$ cat src/rtl/demux_destino.sv
// demux_destino: steers tagged words into four show-ahead FIFOs; optional DEMUX_ERR_CNT_EN counts and drops invalid tags
// Ports: clk, reset (sync, active-high); valid_in/data_in/dest_in in, ready_out out;
//        popN in, data_outN/emptyN/almost_fullN out per FIFO; err_cnt out (DEMUX_ERR_CNT_EN only).
module demux_destino #(
  parameter int DATA_W = 8,
  parameter int DEST_W = 4,
  parameter int DEPTH  = 4,
  parameter int AF_TH  = 3
) (
  input  logic              clk,
  input  logic              reset,
  input  logic              valid_in,
  input  logic [DATA_W-1:0] data_in,
  input  logic [DEST_W-1:0] dest_in,
  output logic              ready_out,
  input  logic              pop0,
  input  logic              pop1,
  input  logic              pop2,
  input  logic              pop3,
  output logic [DATA_W-1:0] data_out0,
  output logic [DATA_W-1:0] data_out1,
  output logic [DATA_W-1:0] data_out2,
  output logic [DATA_W-1:0] data_out3,
  output logic              empty0,
  output logic              empty1,
  output logic              empty2,
  output logic              empty3,
  output logic              almost_full0,
  output logic              almost_full1,
  output logic              almost_full2,
  output logic              almost_full3
`ifdef DEMUX_ERR_CNT_EN
  ,
  output logic [7:0]        err_cnt
`endif
);
  localparam int AW = $clog2(DEPTH);
  logic [1:0] sel;
  logic invalid, accept;
  logic [3:0] pop, full, empty, af, wr_en, rd_en;
  logic [DATA_W-1:0] head [4];
  assign sel = dest_in[1:0];
`ifdef DEMUX_ERR_CNT_EN
  assign invalid = |dest_in[DEST_W-1:2];
  always_ff @(posedge clk)
    if (reset) err_cnt <= '0;
    else if (valid_in && invalid && err_cnt != 8'hFF) err_cnt <= err_cnt + 8'd1;
`else
  logic unused_tag;
  assign unused_tag = ^dest_in[DEST_W-1:2];
  assign invalid = 1'b0;
`endif
  // invalid tags are always taken (and dropped) so they never stall the arbiter
  assign ready_out = invalid | ~full[sel];
  assign accept = valid_in & ready_out & ~invalid;
  assign pop = {pop3, pop2, pop1, pop0};
  for (genvar g = 0; g < 4; g++) begin : g_fifo
    logic [DATA_W-1:0] mem [DEPTH];
    logic [AW-1:0] wr_ptr, rd_ptr;
    logic [AW:0] occ;
    assign wr_en[g] = accept && sel == g;
    assign rd_en[g] = pop[g] & ~empty[g];
    assign empty[g] = occ == '0;
    assign full[g] = occ == (AW+1)'(DEPTH);
    assign af[g] = occ >= (AW+1)'(AF_TH);
    assign head[g] = empty[g] ? '0 : mem[rd_ptr];
    always_ff @(posedge clk)
      if (wr_en[g]) mem[wr_ptr] <= data_in;
    always_ff @(posedge clk)
      if (reset) begin
        wr_ptr <= '0;
        rd_ptr <= '0;
        occ <= '0;
      end else begin
        if (wr_en[g]) wr_ptr <= wr_ptr + AW'(1);
        if (rd_en[g]) rd_ptr <= rd_ptr + AW'(1);
        occ <= occ + (AW+1)'(wr_en[g]) - (AW+1)'(rd_en[g]);
      end
  end
  assign {data_out3, data_out2, data_out1, data_out0} = {head[3], head[2], head[1], head[0]};
  assign {empty3, empty2, empty1, empty0} = empty;
  assign {almost_full3, almost_full2, almost_full1, almost_full0} = af;
endmodule

$ cat config.mk
export PLATFORM = sky130hd
export DESIGN_NAME = demux_destino
export DESIGN_NICKNAME = d
export VERILOG_FILES = /design/src/rtl/demux_destino.sv
export SDC_FILE = /design/constraint.sdc
export NUM_CORES = 1
export LEC_CHECK = 0
export ABC_AREA = 1
export CORE_MARGIN = 3
export CORE_UTILIZATION = 45
export CTS_CLUSTER_DIAMETER = 60
export DETAILED_ROUTE_END_ITERATION = 10
export GPL_TIMING_DRIVEN = 1
export PLACE_DENSITY = 0.71
export SYNTH_ARGS = -nofsm -noshare
export SYNTH_HDL_FRONTEND = slang
export SYNTH_SLANG_ARGS = --single-unit
$ cat constraint.sdc
create_clock -name clk -period 1.9 [get_ports clk]
set_input_delay 0.38 -clock clk [delete_from_list [all_inputs] [get_ports clk]]
set_output_delay 0.38 -clock clk [all_outputs]
set_load 0.03 [all_outputs]
==> results of run 1 <==
report_power, final:
group	internal (mW)	leakage, nW	switching (mW)
Sequential	4.20	1.46	0.304
Clock	1.91	0.260	1.28
Combinational	2.30	1.87	3.34
Total	8.41	3.59	4.92
critical path: cells and delay by family, from the launching register on:
family,cells,cell delay [ns]
flip-flops,1,0.37
AO/OA/AOI/OAI,2,0.43
buffers and inverters,3,0.34
worst max path at each step:
| stage | end | cells past startpoint |
|---|---|---|
| finish | data_out3[1] | 5 |
| global route | data_out2[2] | 7 |
| CTS | data_out2[2] | 7 |
| detailed placement | g_fifo[3].occ[1] | 12 |
| global placement | g_fifo[3].occ[1] | 12 |
| floorplan | g_fifo[0].occ[1] | 8 |
cells in the final DEF (no fill, tap or decap), types with 14 or more instances in the layout:
cell type        count
a21oi_1             27
buf_4               78
buf_6               25
clkbuf_16           17
clkdlybuf4s50_1     14
dfxtp_1             19
edfxtp_1           128
ha_1                24
inv_1               66
nand2_1             28
nor2_1             159
nor2_2              14
o21ai_0             15
o21ai_1             57
what timing repair did:
action | in CTS | in global routing
pin swaps | 25 | 53
cloned | 7 | 0
setup buffers | 4 | 5
resized for setup | 127 | 109
setup endpoints to repair | 43 | 44
kinds of logic after synthesis:
family                     after synthesis  synth area share (%)
and+or+nand+nor                        234                  14.5
DFF                                    164                  65.2
AOI/OAI and AO/OA                      114                  8.15
buffers and inverters                   99                  5.51
adders and majority gates               32                  6.15
xor gates and xnor gates                 4                 0.501
layer usage:
metal	track usage [%]	up-vias
li1	-	2405
met4	5.69	0
met3	4.31	19
met5	0	-
met2	30.1	134
met1	24.0	2318
flip-flops by register name, indices dropped and copies added (netlist names), named ones only:
name	flops
g_fifo.mem	128
g_fifo.occ	12
g_fifo.wr_ptr	8
g_fifo.rd_ptr	8
layout make-up:
type / instances / area share [%]
Clock buffer: 21 / 4.79
Clock inverter: 10 / 1.20
Inverter: 80 / 3.54
Multi-Input combinational cell: 384 / 25.6
Sequential cell: 164 / 50.2
Tap cell: 184 / 2.50
Timing Repair Buffer: 127 / 12.2
==> out/metrics.csv, run 1 <==
stage;metric;value;unit
routing;drc;0;
routing;drtAntennaViolNets;0;
place;port_buffers;57;
sta;slew_headroom;65.9;%
finish;area_growth;31.4;%
power_and_ir_drop;leakage;3.59;nW
routing;drt_iter0_drc;328;
logic_synthesis;synth_top_cell_by_area;edfxtp_1;
hold_path;timing.hold.worst.start;g_fifo[2].rd_ptr[1];
place;dp_cells;924;
critical_path;crit_top_cell;buf_6;
critical_path;worst-path-max-fanout;16;
sta;hold_viol;0;
finish;final_cell_area;0.00920;mm²
sta;post-route-period-util;102;%
cts;holdBufCountCts;0;
place;place_hpwl;9700;µm
place;pre_cts_slack;-0.509;ns
floorplanning;initial_core_util;47.1;%
floorplanning;die_y;131;µm
global_route;grt_overflow;0;
outcome;violations;negative setup slack;
sta;rsz0062_at_grt;yes;
logic_synthesis;synthDistinctLibCells;25;
job;drv_cap;0;
floorplanning;io_pins;60;
finish;layout.cells.non_filler;970;
logic_synthesis;ys_warn_count;0;
finish;layout.area.seq;0.00462;mm²
finish;layout-drive-gt1-share;29.3;%
finish;multi_input_area;0.00235;mm²
routing;wl_per_cell;15.5;µm
cts;h-tree-depth;4;
global_route;grt_pass1_wl;23800;µm
sta;maxSlewViolCount;0;
cts;clk_pin_slew_worst_paths;0.06;ns
critical_path;cp-start-kind;register;
sta;postLayoutSetupSlackWorst;-0.0360;ns
finish;final_nets;825;
critical_path;critPathKind;reg -> out;
place;placed_cell_area;0.00807;mm²
sta;timing.fmax;0.517;GHz
sta;tns;-0.360;ns
logic_synthesis;synth.avg_cell_area;10.8;µm²
cts;cts_tree;yes;
routing;dr.pass1.iters;5;
logic_synthesis;ys_seq_area_share;65.2;%
critical_path;timing.rr.start;g_fifo[3].occ[0];
sta;skew;0.00650;ns
cts;cts_sinks;164;
finish;utilization;61.9;%
cts;clockBufferDepth;2;
routing;wl_met3;640;µm
logic_synthesis;synthTopCellsByCount;183 x nor2_1, 128 x edfxtp_1, 73 x inv_1, 73 x o21ai_0, 40 x a21oi_1;
routing;drt-total-wl;15100;µm
critical_path;reg2regPathDepth;10;
logic_synthesis;synth_top_area_share;54.9;%
critical_path;crit_chain;buf_6 > inv_6 > o21ai_0 > a21oi_4 > buf_6;
floorplanning;dieWidth;131;µm
routing;dr_wl_met2;7550;µm
place;place_congestion;0.815;
logic_synthesis;synthFlopType;edfxtp_1;
routing;drt-met1-wl;6620;µm
hold_path;whs_path_depth;2;
sta;tightest_slew;0.510;ns
logic_synthesis;synth_most_common_cell;nor2_1;
sta;post-route-min-period;1.94;ns
logic_synthesis;syn_inst;647;
critical_path;endpoint_kind;output pin;
cts;root_buffer;clkbuf_16;
critical_path;critPathMaxStageDelay;0.37;ns
finish;fillers;1151;
floorplanning;coreArea;0.0149;mm²
outcome;status;finished, violations left;
critical_path;critical_path_required;1.52;ns
cts;clock_latency;0.42;ns
critical_path;rr_endpoint;g_fifo[3].occ[1];
power_and_ir_drop;vdd_drop_max;0.000823;V
floorplanning;die-area;0.0171;mm²
power_and_ir_drop;finalPower;13.3;mW
global_route;antenna_found_initial;0;
logic_synthesis;ys_async_sr_fraction;0;%
cts;cts_buffers;17;
sta;hold_slack;0.468;ns
critical_path;arrival;1.56;ns
floorplanning;rows;44;
critical_path;r2r_slack;0.05;ns
routing;route.vias.total;4876;
logic_synthesis;synth-edff-count;128;
finish;insertedDiodeCount;0;
global_route;grt_pass1_vias;4767;
power_and_ir_drop;power_density;1450;mW/mm²
hold_path;worst_hold_path_type;reg -> reg;
logic_synthesis;synth.cell_area;0.00700;mm²
routing;routed_via_density;5.03;
logic_synthesis;synthTopCellsByArea;edfxtp_1 55%, dfxtp_1 10%, nor2_1 9.8%, o21ai_0 5.2%, ha_1 5.0%;
logic_synthesis;ys_seq_elements;164;
critical_path;slowest_stage;dfxtp_4;
sta;setup_viol;17;
routing;top_layer;met4;
global_route;grt.total_usage;18.2;%
global_route;grt_max_degree;17;
logic_synthesis;synth_fp_nets;698;
No activity file was read; power rests on OpenSTA's default activity.
==> run 2: changes to the inputs <==
Settings changed: PLACE_DENSITY 0.71 to 0.67.
==> out/metrics.csv, run 2 (synthesized netlist as in run 1, its figures left out) <==
stage;metric;value;unit
critical_path;slowest_stage;dfxtp_2;
critical_path;crit_chain;buf_6 > nor2_1 > nor2_1 > o21ai_1 > a21oi_1 > buf_4;
power_and_ir_drop;p_int;8.56;mW
place;placed_cell_area;0.00811;mm²
finish;area_growth;31.8;%
cts;cts_buffers;17;
sta;postLayoutSetupSlackWorst;-0.0441;ns
critical_path;r2r_slack;0.04;ns
floorplanning;initial_core_util;47.1;%
cts;clk_pin_slew_worst_paths;0.06;ns
place;place_hpwl;9610;µm
finish;layout_common_cells;158 x nor2_1, 128 x edfxtp_1, 82 x buf_4;
power_and_ir_drop;finalPower;13.3;mW
finish;layout.area.seq;0.00461;mm²
sta;tightest_slew;0.539;ns
global_route;grt_pass1_vias;4714;
critical_path;critical_path.top_delay_family;flip-flops;
routing;routed_via_density;4.88;
floorplanning;die-area;0.0171;mm²
finish;utilization;62.1;%
finish;fillers;1132;
power_and_ir_drop;p_sw;4.75;mW
finish;top_register;g_fifo.mem;
critical_path;critical_path_required;1.52;ns
power_and_ir_drop;power_density;1440;mW/mm²
sta;post-route-min-period;1.94;ns
global_route;grt_max_degree;17;
critical_path;cp-start-kind;register;
routing;drt_iter0_drc;352;
floorplanning;dieWidth;131;µm
job;drv_cap;0;
finish;layout-drive-gt1-share;29.7;%
routing;drt-total-wl;14600;µm
floorplanning;die_y;131;µm
place;place_congestion;0.795;
critical_path;endpoint_kind;output pin;
sta;maxSlewViolCount;0;
routing;drc;0;
finish;largest_reg_flops;128;
power_and_ir_drop;p_clk_share;24.7;%
critical_path;critPathKind;reg -> out;
finish;final_nets;832;
sta;slew_headroom;64.0;%
place;pre_cts_slack;-0.516;ns
global_route;grt.total_usage;17.7;%
cts;cts_tree;yes;
place;port_buffers;57;
critical_path;arrival;1.56;ns
critical_path;critPathMaxStageDelay;0.35;ns
cts;holdBufCountCts;0;
sta;rsz0062_at_grt;yes;
cts;h-tree-depth;4;
outcome;status;finished, violations left;
floorplanning;rows;44;
critical_path;timing.rr.start;g_fifo[1].occ[0];
global_route;grt_pass1_wl;22900;µm
sta;hold_viol;0;
finish;final_cell_area;0.00923;mm²
finish;insertedDiodeCount;0;
sta;hold_slack;0.470;ns
finish;multi_input_area;0.00231;mm²
routing;dr.pass1.iters;4;
sta;setup_viol;7;
power_and_ir_drop;power_frac_seq;33.7;%
cts;root_buffer;clkbuf_16;
sta;skew;0.00763;ns
sta;timing.fmax;0.514;GHz
cts;clock_latency;0.42;ns
critical_path;worst-path-max-fanout;7;
floorplanning;coreArea;0.0149;mm²
hold_path;timing.hold.worst.start;g_fifo[0].rd_ptr[0];
finish;reg_top3;g_fifo.mem x128, g_fifo.occ x12;
power_and_ir_drop;vdd_drop_max;0.000710;V
critical_path;crit_top_cell;nor2_1;
power_and_ir_drop;leakage;3.63;nW
cts;cts_sinks;164;
power_and_ir_drop;combPwrFrac;41.6;%
global_route;grt_overflow;0;
sta;post-route-period-util;102;%
critical_path;cp_num_buf_inv;2;
outcome;violations;negative setup slack;
routing;drtAntennaViolNets;0;
routing;route.vias.total;4769;
power_and_ir_drop;swShare;35.7;%
cts;clockBufferDepth;2;
routing;wl_per_cell;15.0;µm
global_route;antenna_found_initial;0;
hold_path;worst_hold_path_type;reg -> reg;
floorplanning;io_pins;60;
finish;final_common_cell;nor2_1;
-- run 2: repair_timing --
action                     in CTS  in global routing
setup endpoints to repair      42                 42
setup buffers                   7                  8
cloned                          2                  0
resized for setup              81                111
pin swaps                      19                 48
-- run 2: stage by stage --
stage / instances / TNS [ns]
2_1_floorplan: 647 / -1.36
3_3_place_gp: 929 / -32.06
3_5_place_dp: 929 / -35.42
4_1_cts: 970 / -0.301
5_1_grt: 978 / -2.14
6_report: 978 / -0.165
-- run 2: final timing paths --
path                       to  cells after the start
max              data_out0[3]                      6
min                  register                      1
max reg2reg  g_fifo[2].occ[1]                     11
min reg2reg          register                      1
-- run 2: final cells by class --
class	instances	area share [%]
inverters	80	3.45
multi-input cells	384	25.0
repair buffers	134	12.9
flip-flops and latches	164	49.9
well taps	184	2.50
clock buffers	27	5.45
clock inverters	5	0.773
-- run 2: routing by layer --
metal  GRT usage (%)  routed length (µm)  vias to the layer above
met1            22.0                6290                     2229
met3            3.74                 661                       16
met4            6.41                 189                        0
met5               0                   0                        -
met2            30.6                7500                      104
li1                -                   -                     2420
-- run 2: power groups by stage --
| stage | registers [mW] | clock network (mW) | logic, mW |
|---|---|---|---|
| 2_1_floorplan | 4.39 | 0 | 2.97 |
| 3_3_place_gp | 4.45 | 0 | 4.60 |
| 3_5_place_dp | 4.46 | 0 | 4.71 |
| 4_1_cts | 4.45 | 3.33 | 4.99 |
| 5_1_grt | 4.53 | 3.49 | 6.02 |
| 6_report | 4.49 | 3.28 | 5.54 |
==> run 3: changes to the inputs <==
Settings changed: ABC_AREA 1 to unset.
==> out/metrics.csv, run 3 <==
stage;metric;value;unit
power_and_ir_drop;p_clk_share;24.1;%
routing;wl_per_cell;16.6;µm
hold_path;timing.hold.worst.start;g_fifo[2].rd_ptr[1];
power_and_ir_drop;leakage;3.47;nW
sta;timing.fmax;0.466;GHz
routing;drtAntennaViolNets;0;
logic_synthesis;syn_inst;423;
critical_path;r2r_slack;-0.08;ns
power_and_ir_drop;p_sw;4.71;mW
critical_path;cp_num_buf_inv;3;
critical_path;critical_path.top_delay_family;multiplexers;
finish;top_register;g_fifo.mem;
sta;hold_slack;0.491;ns
global_route;grt.total_usage;15.9;%
routing;drt_iter0_drc;247;
logic_synthesis;synth_top_area_share;56.2;%
critical_path;timing.rr.start;g_fifo[1].occ[1];
job;drv_cap;0;
floorplanning;coreArea;0.0147;mm²
global_route;antenna_found_initial;0;
critical_path;critPathMaxStageDelay;0.48;ns
logic_synthesis;ys_async_sr_fraction;0;%
outcome;violations;negative setup slack;
critical_path;arrival;1.76;ns
floorplanning;die_y;129;µm
critical_path;worst-path-max-fanout;7;
logic_synthesis;ys_seq_area_share;66.8;%
floorplanning;dieWidth;129;µm
logic_synthesis;synth.cell_area;0.00684;mm²
routing;dr.pass1.iters;5;
finish;final_common_cell;edfxtp_1;
cts;clock_latency;0.42;ns
finish;largest_reg_flops;128;
critical_path;slowest_stage;mux4_2;
cts;cts_buffers;17;
power_and_ir_drop;power_frac_seq;31.0;%
cts;clk_pin_slew_worst_paths;0.06;ns
critical_path;crit_path_end;data_out0[5];
logic_synthesis;synthDistinctLibCells;30;
finish;multi_input_area;0.00246;mm²
critical_path;rr_endpoint;g_fifo[1].occ[1];
critical_path;worst-path-stages;5;
place;port_buffers;57;
sta;slew_headroom;61.5;%
finish;fillers;1022;
routing;routed_via_density;4.97;
finish;layout-drive-gt1-share;45.5;%
sta;setup_viol;37;
logic_synthesis;synth_top_cell_by_area;edfxtp_1;
power_and_ir_drop;finalPower;14.4;mW
sta;post-route-period-util;113;%
routing;drc;0;
cts;holdBufCountCts;0;
routing;route.vias.total;3730;
sta;hold_viol;0;
critical_path;crit_top_cell;buf_6;
cts;cts_tree;yes;
floorplanning;io_pins;60;
sta;postLayoutSetupSlackWorst;-0.244;ns
power_and_ir_drop;swShare;32.8;%
outcome;status;finished, violations left;
sta;rsz0062_at_grt;yes;
cts;h-tree-depth;4;
finish;area_growth;37.9;%
finish;layout_common_cells;128 x edfxtp_1, 48 x buf_4, 44 x buf_6;
logic_synthesis;synthTopCellsByCount;128 x edfxtp_1, 38 x nor2b_1, 36 x dfxtp_1;
critical_path;critPathKind;reg -> out;
logic_synthesis;synth-edff-count;128;
sta;tightest_slew;0.575;ns
sta;post-route-min-period;2.14;ns
power_and_ir_drop;vdd_drop_max;0.000911;V
finish;reg_top3;g_fifo.mem x128, g_fifo.occ x12;
critical_path;cp-start-kind;register;
sta;skew;0.00562;ns
critical_path;endpoint_kind;output pin;
critical_path;crit_chain;buf_12 > buf_6 > mux4_2 > nor2b_4 > buf_6;
finish;final_nets;606;
finish;layout.area.seq;0.00460;mm²
power_and_ir_drop;p_int;9.67;mW
logic_synthesis;synth_most_common_cell;edfxtp_1;
critical_path;reg2regPathDepth;9;
critical_path;critical_path_required;1.52;ns
floorplanning;die-area;0.0167;mm²
logic_synthesis;synthTopCellsByArea;edfxtp_1 56%, mux4_2 11%, dfxtp_1 11%, ha_1 5.1%, nor2b_1 3.5%;
finish;utilization;64.2;%
floorplanning;rows;44;
global_route;grt_pass1_wl;20000;µm
logic_synthesis;synthFlopType;edfxtp_1;
global_route;grt_overflow;0;
global_route;grt_max_degree;41;
floorplanning;initial_core_util;46.5;%
logic_synthesis;ys_warn_count;0;
cts;clockBufferDepth;2;
hold_path;worst_hold_path_type;reg -> reg;
power_and_ir_drop;power_density;1530;mW/mm²
place;place_hpwl;8300;µm
cts;cts_sinks;164;
sta;maxSlewViolCount;0;
finish;insertedDiodeCount;0;
logic_synthesis;synth.avg_cell_area;16.2;µm²
routing;drt-total-wl;12500;µm
global_route;grt_pass1_vias;4017;
logic_synthesis;ys_seq_elements;164;
place;place_congestion;0.771;
cts;root_buffer;clkbuf_16;
power_and_ir_drop;combPwrFrac;45.0;%
logic_synthesis;synth_fp_nets;474;
-- run 3: cell count changes in the layout (fill, tap and decap cells not counted), sizes merged, moves of 6 or more --
cell,delta
inv,-49
and2,+16
clkbuf,-6
o21ai,-66
a21oi,-34
nand2b,+8
nand4,-6
nand3,-7
nand2,-17
nor2b,+38
mux4,+33
nor2,-161
-- run 3: worst min path at each step --
stage	end	slack (ns)	depth (start not counted)
5_1_grt	g_fifo[2].rd_ptr[1]	0.54	2
2_1_floorplan	register	0.46	2
3_3_place_gp	g_fifo[1].rd_ptr[1]	0.47	2
3_5_place_dp	g_fifo[2].rd_ptr[1]	0.49	2
4_1_cts	register	0.50	2
6_report	register	0.49	2
-- run 3: logic make-up after synthesis --
group,share of synthesized area (%)
mux,12.2
xor+xnor,1.02
flops,66.8
simple gates,8.77
compound gates,2.27
buf+inv,2.71
fa+ha+maj,6.30
-- run 3: routing by layer --
metal | share of wire [%] | up-vias | wire [µm] | track usage [%]
met4 | 1.5 | 0 | 185 | 6.86
met2 | 51 | 77 | 6390 | 26.3
met1 | 44 | 1844 | 5440 | 20.2
met3 | 3.6 | 13 | 447 | 3.54
li1 | - | 1796 | - | -
met5 | 0 | - | 0 | 0
-- run 3: through the flow --
step                      instances  TNS (ns)  setup slack, ns  area, µm²
after global routing            751     -7.64           -0.295       9430
after CTS                       746     -6.45           -0.274       9130
after floorplan                 423         0          0.00566       6850
after detailed placement        709    -37.72           -0.462       8240
after global placement          709    -34.21           -0.466       8240
final                           751     -5.18           -0.244       9430
-- run 3: power groups by stage --
stage,Clock (mW),Sequential (mW),Combinational [mW]
5_1_grt,3.65,4.49,6.94
3_3_place_gp,0,4.40,4.99
4_1_cts,3.52,4.42,5.78
2_1_floorplan,0,4.40,2.92
3_5_place_dp,0,4.41,5.11
6_report,3.46,4.45,6.47
-- run 3: tightest hold or removal path, stage by stage, from the launching register on --
cell and delay (ns):
dfxtp_1 0.30, o21ai_0 0.06, a21oi_1 0.07
-- run 3: final cells by class --
cell class | instances | share of cell area [%]
Tap cell | 184 | 2.44
Sequential cell | 164 | 48.8
Inverter | 31 | 1.23
Clock buffer | 21 | 4.67
Multi-Input combinational cell | 212 | 26.1
Timing Repair Buffer | 129 | 15.1
Clock inverter | 10 | 1.67
-- run 3: repair_timing --
item | 4_1_cts | 5_1_grt
gates resized for setup | 257 | 71
pin swaps | 14 | 19
gates cloned | 0 | 1
endpoints found under the setup margin | 44 | 47
buffers inserted | 6 | 4
